$ cat src/rtl/pkt_stream_feeder.sv
// pkt_stream_feeder: streams one packet from the packet-buffer SRAM
// through a 2-entry prefetch FIFO with per-word ctrl/count side-band.
module pkt_stream_feeder #(
  parameter int DWIDTH     = 64,
  parameter int CTRL_WIDTH = DWIDTH/8,
  parameter int AWIDTH     = 10,
  parameter int HDR_WORDS  = 3
) (
  input  logic                  i_clock,
  input  logic                  i_reset_n,
  input  logic                  start,
  input  logic [AWIDTH-1:0]     base_addr,
  input  logic [15:0]           len_words,
  input  logic [3:0]            last_bytes,
  output logic                  busy,
  output logic                  done,
  output logic                  ram_rd_en,
  output logic [AWIDTH-1:0]     ram_addr,
  input  logic [DWIDTH-1:0]     ram_rd_data,
  output logic [DWIDTH-1:0]     out_data,
  output logic [CTRL_WIDTH-1:0] out_ctrl,
  output logic                  out_wr,
  input  logic                  out_rdy,
  output logic [15:0]           data_count,
  output logic                  inside_payload
);

  typedef enum logic [1:0] {
    IDLE,
    RUN,
    DRAIN,
    FIN
  } state_t;

  state_t state_q, state_d;

  logic [AWIDTH-1:0]     addr_q;
  logic [15:0]           rd_left_q;
  logic [15:0]           len_q;
  logic [15:0]           pop_idx_q;
  logic [CTRL_WIDTH-1:0] last_ctrl_q;
  logic [CTRL_WIDTH-1:0] last_ctrl_d;
  logic [CTRL_WIDTH-1:0] pop_ctrl;
  logic [3:0]            lb_norm;
  logic                  inflight_q;
  logic                  out_last_q;
  logic [DWIDTH-1:0]     fifo_mem [2];
  logic                  fifo_wp_q;
  logic                  fifo_rp_q;
  logic [1:0]            fifo_cnt_q;
  logic [2:0]            commit;
  logic                  accept;
  logic                  issue;
  logic                  push;
  logic                  pop;

  assign accept = (state_q == IDLE) && start;
  assign push   = inflight_q;
  assign pop    = out_rdy && (fifo_cnt_q != 2'd0);

  // words still owed to the FIFO once this cycle's pop has left
  assign commit = {1'b0, fifo_cnt_q} + {2'b00, inflight_q}
                - {2'b00, pop};
  assign issue     = (state_q == RUN) && (commit < 3'd2);
  assign ram_rd_en = issue;
  assign ram_addr  = addr_q;

  always_comb begin
    lb_norm = last_bytes;
    if (last_bytes == 4'd0 || last_bytes > 4'd8) begin
      lb_norm = 4'd8;
    end
    last_ctrl_d = CTRL_WIDTH'(1) << (4'd8 - lb_norm);
  end

  always_comb begin
    pop_ctrl = '0;
    priority case (1'b1)
      (pop_idx_q == len_q - 16'd1): pop_ctrl = last_ctrl_q;
      (pop_idx_q == 16'd0):         pop_ctrl = CTRL_WIDTH'(8'hFF);
      default:                      pop_ctrl = '0;
    endcase
  end

  always_comb begin
    state_d = state_q;
    unique case (state_q)
      IDLE: begin
        if (start) begin
          state_d = (len_words == 16'd0) ? FIN : RUN;
        end
      end
      RUN: begin
        if (issue && rd_left_q == 16'd1) begin
          state_d = DRAIN;
        end
      end
      DRAIN: begin
        if (out_wr && out_last_q) begin
          state_d = FIN;
        end
      end
      FIN:     state_d = IDLE;
      default: state_d = IDLE;
    endcase
  end

  always_ff @(posedge i_clock or negedge i_reset_n) begin
    if (!i_reset_n) begin
      state_q     <= IDLE;
      busy        <= 1'b0;
      done        <= 1'b0;
      addr_q      <= '0;
      rd_left_q   <= '0;
      len_q       <= '0;
      last_ctrl_q <= '0;
      inflight_q  <= 1'b0;
    end else begin
      state_q    <= state_d;
      busy       <= (state_d == RUN) || (state_d == DRAIN);
      done       <= (state_d == FIN);
      inflight_q <= issue;
      if (accept) begin
        addr_q      <= base_addr;
        rd_left_q   <= len_words;
        len_q       <= len_words;
        last_ctrl_q <= last_ctrl_d;
      end else if (issue) begin
        addr_q    <= addr_q + 1'b1;
        rd_left_q <= rd_left_q - 16'd1;
      end
    end
  end

  always_ff @(posedge i_clock) begin
    if (push) begin
      fifo_mem[fifo_wp_q] <= ram_rd_data;
    end
  end

  always_ff @(posedge i_clock or negedge i_reset_n) begin
    if (!i_reset_n) begin
      fifo_wp_q      <= 1'b0;
      fifo_rp_q      <= 1'b0;
      fifo_cnt_q     <= 2'd0;
      out_wr         <= 1'b0;
      out_data       <= '0;
      out_ctrl       <= '0;
      data_count     <= '0;
      inside_payload <= 1'b0;
      out_last_q     <= 1'b0;
      pop_idx_q      <= '0;
    end else begin
      out_wr     <= pop;
      fifo_cnt_q <= fifo_cnt_q + {1'b0, push} - {1'b0, pop};
      if (push) begin
        fifo_wp_q <= ~fifo_wp_q;
      end
      if (pop) begin
        fifo_rp_q      <= ~fifo_rp_q;
        out_data       <= fifo_mem[fifo_rp_q];
        out_ctrl       <= pop_ctrl;
        data_count     <= pop_idx_q;
        inside_payload <= (pop_idx_q >= 16'(HDR_WORDS));
        out_last_q     <= (pop_idx_q == len_q - 16'd1);
        pop_idx_q      <= pop_idx_q + 16'd1;
      end
      if (accept) begin
        pop_idx_q <= '0;
      end
    end
  end

endmodule

$ cat config.mk
export PLATFORM = sky130hd
export DESIGN_NAME = pkt_stream_feeder
export DESIGN_NICKNAME = d
export VERILOG_FILES = /design/src/rtl/pkt_stream_feeder.sv
export SDC_FILE = /design/constraint.sdc
export NUM_CORES = 1
export LEC_CHECK = 0
export ABC_AREA = 1
export CELL_PAD_IN_SITES_DETAIL_PLACEMENT = 1
export CELL_PAD_IN_SITES_GLOBAL_PLACEMENT = 1
export CORE_MARGIN = 2
export CORE_UTILIZATION = 42
export DETAILED_ROUTE_END_ITERATION = 12
export PLACE_DENSITY_LB_ADDON = 0.1
export SLEW_MARGIN = 10
export SYNTH_ARGS = -nofsm -noshare
export SYNTH_HDL_FRONTEND = slang
export SYNTH_SLANG_ARGS = --single-unit
$ cat constraint.sdc
create_clock -name i_clock -period 4.8 [get_ports i_clock]
set_input_delay 0.96 -clock i_clock [delete_from_list [all_inputs] [get_ports i_clock]]
set_output_delay 0.96 -clock i_clock [all_outputs]
set_load 0.01 [all_outputs]
==> Word-level counts from Yosys, hierarchy flattened <==
Memories as Yosys holds them, arrays and structs flattened. A register that Yosys moved wholly into a read port is not among the register bits.
Index checks and enable logic that the tools add are counted.
{ "op_classes": {"n_reduce_logical": 15, "magnitude_cmp": 3, "add_sub_neg": 9, "bitwise": 2, "n_eq_ne": 8, "shifts": 1, "mux": 16} }
{ "op_table": {"columns": ["operator", "n"], "rows": [
  ["2-to-1 mux 16 bit", 4],
  ["zero test 16 bit", 2],
  ["subtractor 16 x 1 -> 16 bit (second input constant)", 2],
  ["2-to-1 mux 10 bit", 2],
  ["adder 16 x 1 -> 16 bit (second input constant)", 1],
  ["equality test 16 x 1 -> 1 bit (second input constant)", 1],
  ["equality test 16 bit", 1],
  ["greater-or-equal comparator 16 x 2 -> 1 bit (second input constant)", 1],
  ["2-to-1 mux 8 bit", 2],
  ["adder 10 x 1 -> 10 bit (second input constant)", 1],
  ["equality test 2 bit (second input constant)", 4],
  ["2-to-1 mux 2 bit", 4],
  ["one-hot mux 2 bit (4 select lines)", 1],
  ["<< shifter 1 x 4 -> 8 bit (first input constant)", 1],
  ["nonzero test 2 bit", 3],
  ["logical AND 1 bit", 5],
  ["equality test 2 x 1 -> 1 bit (second input constant)", 2],
  ["greater-than comparator 4 bit (second input constant)", 1],
  ["zero test 4 bit", 1],
  ["2-to-1 mux 4 bit", 1],
  ["subtractor 4 bit (first input constant)", 1],
  ["adder 2 x 1 -> 3 bit", 1],
  ["< comparator 3 x 2 -> 1 bit (second input constant)", 1],
  ["subtractor 3 x 1 -> 3 bit", 1],
  ["other kinds (7)", 10]
]} }
{ "word_totals": {"mem_count": 1, "output_inout_bits": 103, "ff_bits": 102, "input_bits": 98, "mem_bits_rw": 128, "wordCells": 72} }
{ "memory_table": {"columns": ["memory", "words", "width", "read_ports", "rd_ports_with_merged_regs", "write_ports", "line", "text"], "rows": [
  ["fifo_mem", 2, 64, 1, 1, 1, "47", "logic [DWIDTH-1:0] fifo_mem [2];"]
]} }

==> Logic depth before layout (Yosys ltp) <==
{ "depth": {"ltp_word": 10, "ltp_mapped": 17, "depth_no_buf": 14} }

==> Worst setup path before layout <==
OpenSTA, ideal clock, no wires.
{ "synth_path": {"path_type": "input to output", "from": "input port out_rdy", "to": "output port ram_rd_en", "setup_slack_ns": 0.738, "arrival_time_ns": 3.102, "n_path_buf": 3, "cell_stages": 13, "required_ns": 3.840, "path_cell_list": "o21ai_1 -> inv_1 -> buf_2 -> buf_1 -> ha_1 -> inv_1 -> ha_1 -> inv_1 -> fa_1 -> xnor2_1 -> nand3_1 -> inv_1 -> buf_2"} }
{ "synth_via": {"elab_chain_len": 4} }
{ "synth_lines": {"columns": ["element", "line", "text"], "rows": [
  ["start: declaration", "23", "input logic out_rdy,"],
  ["logical AND 1 bit", "59", "assign pop = out_rdy && (fifo_cnt_q != 2'd0);"],
  ["named net pop", "55", "logic pop;"],
  ["subtractor 3 x 1 -> 3 bit", "63", "- {2'b00, pop};"],
  ["< comparator 3 x 2 -> 1 bit", "64", "assign issue = (state_q == RUN) && (commit < 3'd2);"],
  ["logical AND 1 bit", "64", null],
  ["end: declaration", "17", "output logic ram_rd_en,"]
]} }
The timed path passes the listed nets, and every way through them passes these cells.

==> Worst setup path after layout <==
{ "layout_path": {"from": "input port out_rdy", "to": "output port ram_rd_en"} }
{ "layout_via": {"elab_chain_len": 4} }
{ "layout_lines": {"columns": ["element", "line"], "rows": [
  ["logical AND 1 bit", "59"],
  ["subtractor 3 x 1 -> 3 bit", "63"],
  ["< comparator 3 x 2 -> 1 bit", "64"],
  ["logical AND 1 bit", "64"]
]} }
Every way passes these cells.

==> flow_metrics.tcl <==
set metrics [dict create \
    cts.sinks 294 \
    seq_area_frac_synth_pct 65.94 \
    clk_latency_ns 0.52 \
    p_leak_nw 6.404 \
    drt-vias-per-instance 5.125 \
    dieWidth_um 173.9 \
    chipHeight_um 173.9 \
    r2r_slack_ns 1.71 \
    crit_start "out_rdy" \
    cts-root-buf "clkbuf_16" \
    slew_viol_final 0 \
    setup_viol 0 \
    status "complete, no violations" \
    cts_tree "done" \
    drt-initial-drc-count 407 \
    portBuffers 200 \
    relSlewSlack_pct 39.73 \
    power.density_nw_per_um2 628.7 \
    initial_utilization_pct 42.48 \
    fin_crit_ns 4.337 \
    wirelength_um 32510 \
    rows 62 \
    wl_per_cell_um 18.31 \
    vias 9097 \
    clk_pin_slew_ns 0.06 \
    setup_tns_ns 0 \
    drive_gt1_share_pct 7.415 \
    ctsResizeCount 0 \
    grt_pass1_vias 9852 \
    dieArea_um2 30250 \
    syn_to_final_growth_pct 29.22 \
    critPathCaptureType "primary output" \
    min-delay-start "data_count[4]$_DFFE_PN0P_" \
    holdPathStages 2 \
    dp_hpwl_um 21670 \
    finalCritPeriodShare_pct 90.35 \
    hold_end "data_count[4]$_DFFE_PN0P_" \
    drtAntennaViolNets 0 \
    maxCapViolations 0 \
    rsz0062_at_grt "no" \
    htree_levels 2 \
    worstPathArrival_ns 3.38 \
    yosys_warnings 0 \
    fin_cells 1775 \
    synth_cell_type_count 42 \
    synth_seq_cells 294 \
    syn_area_um2 12130 \
    core_area_um2 28550 \
    r2r-start "fifo_cnt_q[1]$_DFF_PN0_" \
    num-fill-cells 3125 \
    ios 201 \
    cts_buffers 34 \
    synthesis.nets 1268 \
    antenna_found_initial 3 \
    grt_overflow 0 \
    dpl.cell_count 1711 \
    postCtsSetupBuffers 0 \
    start_kind "input port" \
    grt_pass1_wl_um 52830 \
    skew_ns 0.02267 \
    r2r-end "ram_addr[8]$_DFFE_PN0P_" \
    crit_required_ns 3.84 \
    clockBufferDepth 3 \
    num-nets-final 1471 \
    drt_pre_antenna_iters 5 \
    finalHoldViolCount 0 \
    worstHoldPathType "reg -> reg" \
    path_max_fanout 2 \
    grt_max_degree 80 \
    synthCells 1160 \
    p_total_mw 9.852 \
    fmax_ghz 0.2306 \
    ir_worst_vdd_uv 316.9 \
    worstSetupPathType "in -> out" \
    cts_hold_buf 0 \
    syn_avg_cell_area_um2 10.46 \
    track_usage_pct 21.95 \
    reg2reg_depth 15 \
    drc 0 \
    gpl.final_weighted_congestion 0.8019 \
    tightest_slew_ns 0.9040 \
]
-- synth_stat cells --
cell type / count / area share [%]
buf_2: 8 / 0.33
o22ai_1: 1 / 0.052
dfrtp_1: 166 / 34
nor4_1: 4 / 0.21
and2_1: 1 / 0.052
a211oi_1: 3 / 0.19
nand2_4: 1 / 0.093
a31oi_1: 68 / 3.5
a21oi_1: 13 / 0.54
or2_2: 3 / 0.15
fa_1: 1 / 0.17
inv_2: 4 / 0.12
o21ai_1: 6 / 0.25
nand3_4: 2 / 0.29
edfxtp_1: 128 / 32
xnor3_1: 1 / 0.19
nand4_1: 18 / 0.93
nor2_8: 1 / 0.17
ha_1: 9 / 0.93
nor2_1: 134 / 4.1
inv_1: 75 / 2.3
nor2_2: 8 / 0.41
nand3_1: 46 / 1.9
nand3b_1: 2 / 0.12
or2_1: 1 / 0.052
o21bai_1: 1 / 0.062
xnor2_1: 8 / 0.58
nor3b_1: 1 / 0.062
o21ai_0: 51 / 2.1
nor2_4: 6 / 0.56
o211ai_1: 8 / 0.50
nand2_1: 301 / 9.3
nand3_2: 1 / 0.083
o221ai_1: 4 / 0.29
nor3_1: 11 / 0.45
nor3_2: 1 / 0.083
nand2_2: 5 / 0.26
o311ai_0: 5 / 0.36
clkbuf_1: 34 / 1.1
nor4_2: 1 / 0.10
buf_1: 5 / 0.15
xor2_1: 13 / 0.94
-- final cells by class --
| type | instances | area [um^2] | area share, % |
|---|---|---|---|
| antenna | 2 | 5.005 | 0.03194 |
| inverter | 79 | 299.0 | 1.908 |
| clock buffer | 50 | 960.9 | 6.132 |
| multi-input combinational | 740 | 3666 | 23.39 |
| sequential | 294 | 7999 | 51.04 |
| tap | 384 | 480.5 | 3.066 |
| clock inverter | 12 | 152.6 | 0.9740 |
| timing repair buffer | 214 | 2108 | 13.45 |
-- routing by layer --
layer  global-route usage (%)  up-vias  part of all wire (%)
met4                    5.392        0                   2.2
met1                    27.90     4531                    42
met3                    4.615       51                   5.2
met5                        0        -                     0
met2                    38.45      186                    51
li1                         -     4329                     -
-- cell families after synthesis --
logic type,after synthesis,synth area share [%]
adder cells (fa/ha/maj),10,1.094
XOR/XNOR,22,1.702
AND/OR/NAND/NOR,548,19.44
buffers and inverters,126,3.982
AO/OA/AOI/OAI,160,7.841
flip-flops,294,65.94
-- critical path, cell delays in order --
cell	delay (ns)
clkdlybuf4s50_1	0.50
o21ai_4	0.08
inv_4	0.05
ha_1	0.22
inv_1	0.06
ha_1	0.13
inv_1	0.05
fa_1	0.37
xnor2_1	0.14
nand3_1	0.15
inv_1	0.12
clkdlybuf4s50_1	0.54
-- power by group --
part | internal [mW] | switching, mW | total, mW
clock | 1.52 | 1.04 | 2.56
sequential | 3.43 | 0.495 | 3.92
combinational | 1.41 | 1.96 | 3.37
-- placed cells by master, fill, tap and decap left out, types with 7 or more instances in the layout --
| cell type | Yosys | layout |
|---|---|---|
| dfrtp_1 | 166 | 165 |
| nor2_2 | 8 | 8 |
| o211ai_1 | 8 | 8 |
| xor2_1 | 13 | 13 |
| a21oi_1 | 13 | 13 |
| nand2_1 | 301 | 301 |
| ha_1 | 9 | 9 |
| xnor2_1 | 8 | 8 |
| nor2_4 | 6 | 7 |
| nor3_1 | 11 | 11 |
| nand3_1 | 46 | 46 |
| clkbuf_1 | 34 | 11 |
| buf_4 | 0 | 14 |
| a31oi_1 | 68 | 68 |
| clkdlybuf4s50_1 | 0 | 199 |
| nand4_1 | 18 | 18 |
| clkbuf_16 | 0 | 34 |
| o21ai_0 | 51 | 51 |
| inv_1 | 75 | 72 |
| nor2_1 | 134 | 133 |
| edfxtp_1 | 128 | 128 |
-- sequential cells by signal (all words and copies together) (netlist names) --
name / count
len_q: 16
fifo_mem: 128
out_data: 64
data_count: 16
busy: 1
out_wr: 1
inflight_q: 1
fifo_wp_q: 1
done: 1
fifo_rp_q: 1
state_q: 2
inside_payload: 1
last_ctrl_q: 8
fifo_cnt_q: 2
rd_left_q: 16
out_ctrl: 8
out_last_q: 1
ram_addr: 10
pop_idx_q: 16
-- worst max-delay path by stage --
stage	to	slack, ns	cells after the start
CTS	ram_rd_en	0.44	12
finish	ram_rd_en	0.46	12
detailed placement	ram_rd_en	0.44	12
global placement	ram_rd_en	0.47	12
floorplan	ram_rd_en	0.74	13
global route	ram_rd_en	0.32	12
-- metrics by stage --
| step | utilization, % | area (um^2) | hold slack [ns] | worst slack, ns |
|---|---|---|---|---|
| after floorplan | - | 12130 | 0.4536 | 0.7377 |
| after global placement | 50.98 | 14550 | 0.4657 | 0.4749 |
| after detailed placement | 50.98 | 14550 | 0.4770 | 0.4432 |
| after CTS | 54.88 | 15670 | 0.4915 | 0.4417 |
| after global routing | 54.88 | 15670 | 0.5152 | 0.3167 |
| final | 54.90 | 15670 | 0.4849 | 0.4631 |
Note: power is estimated with default switching activity, not from simulation.
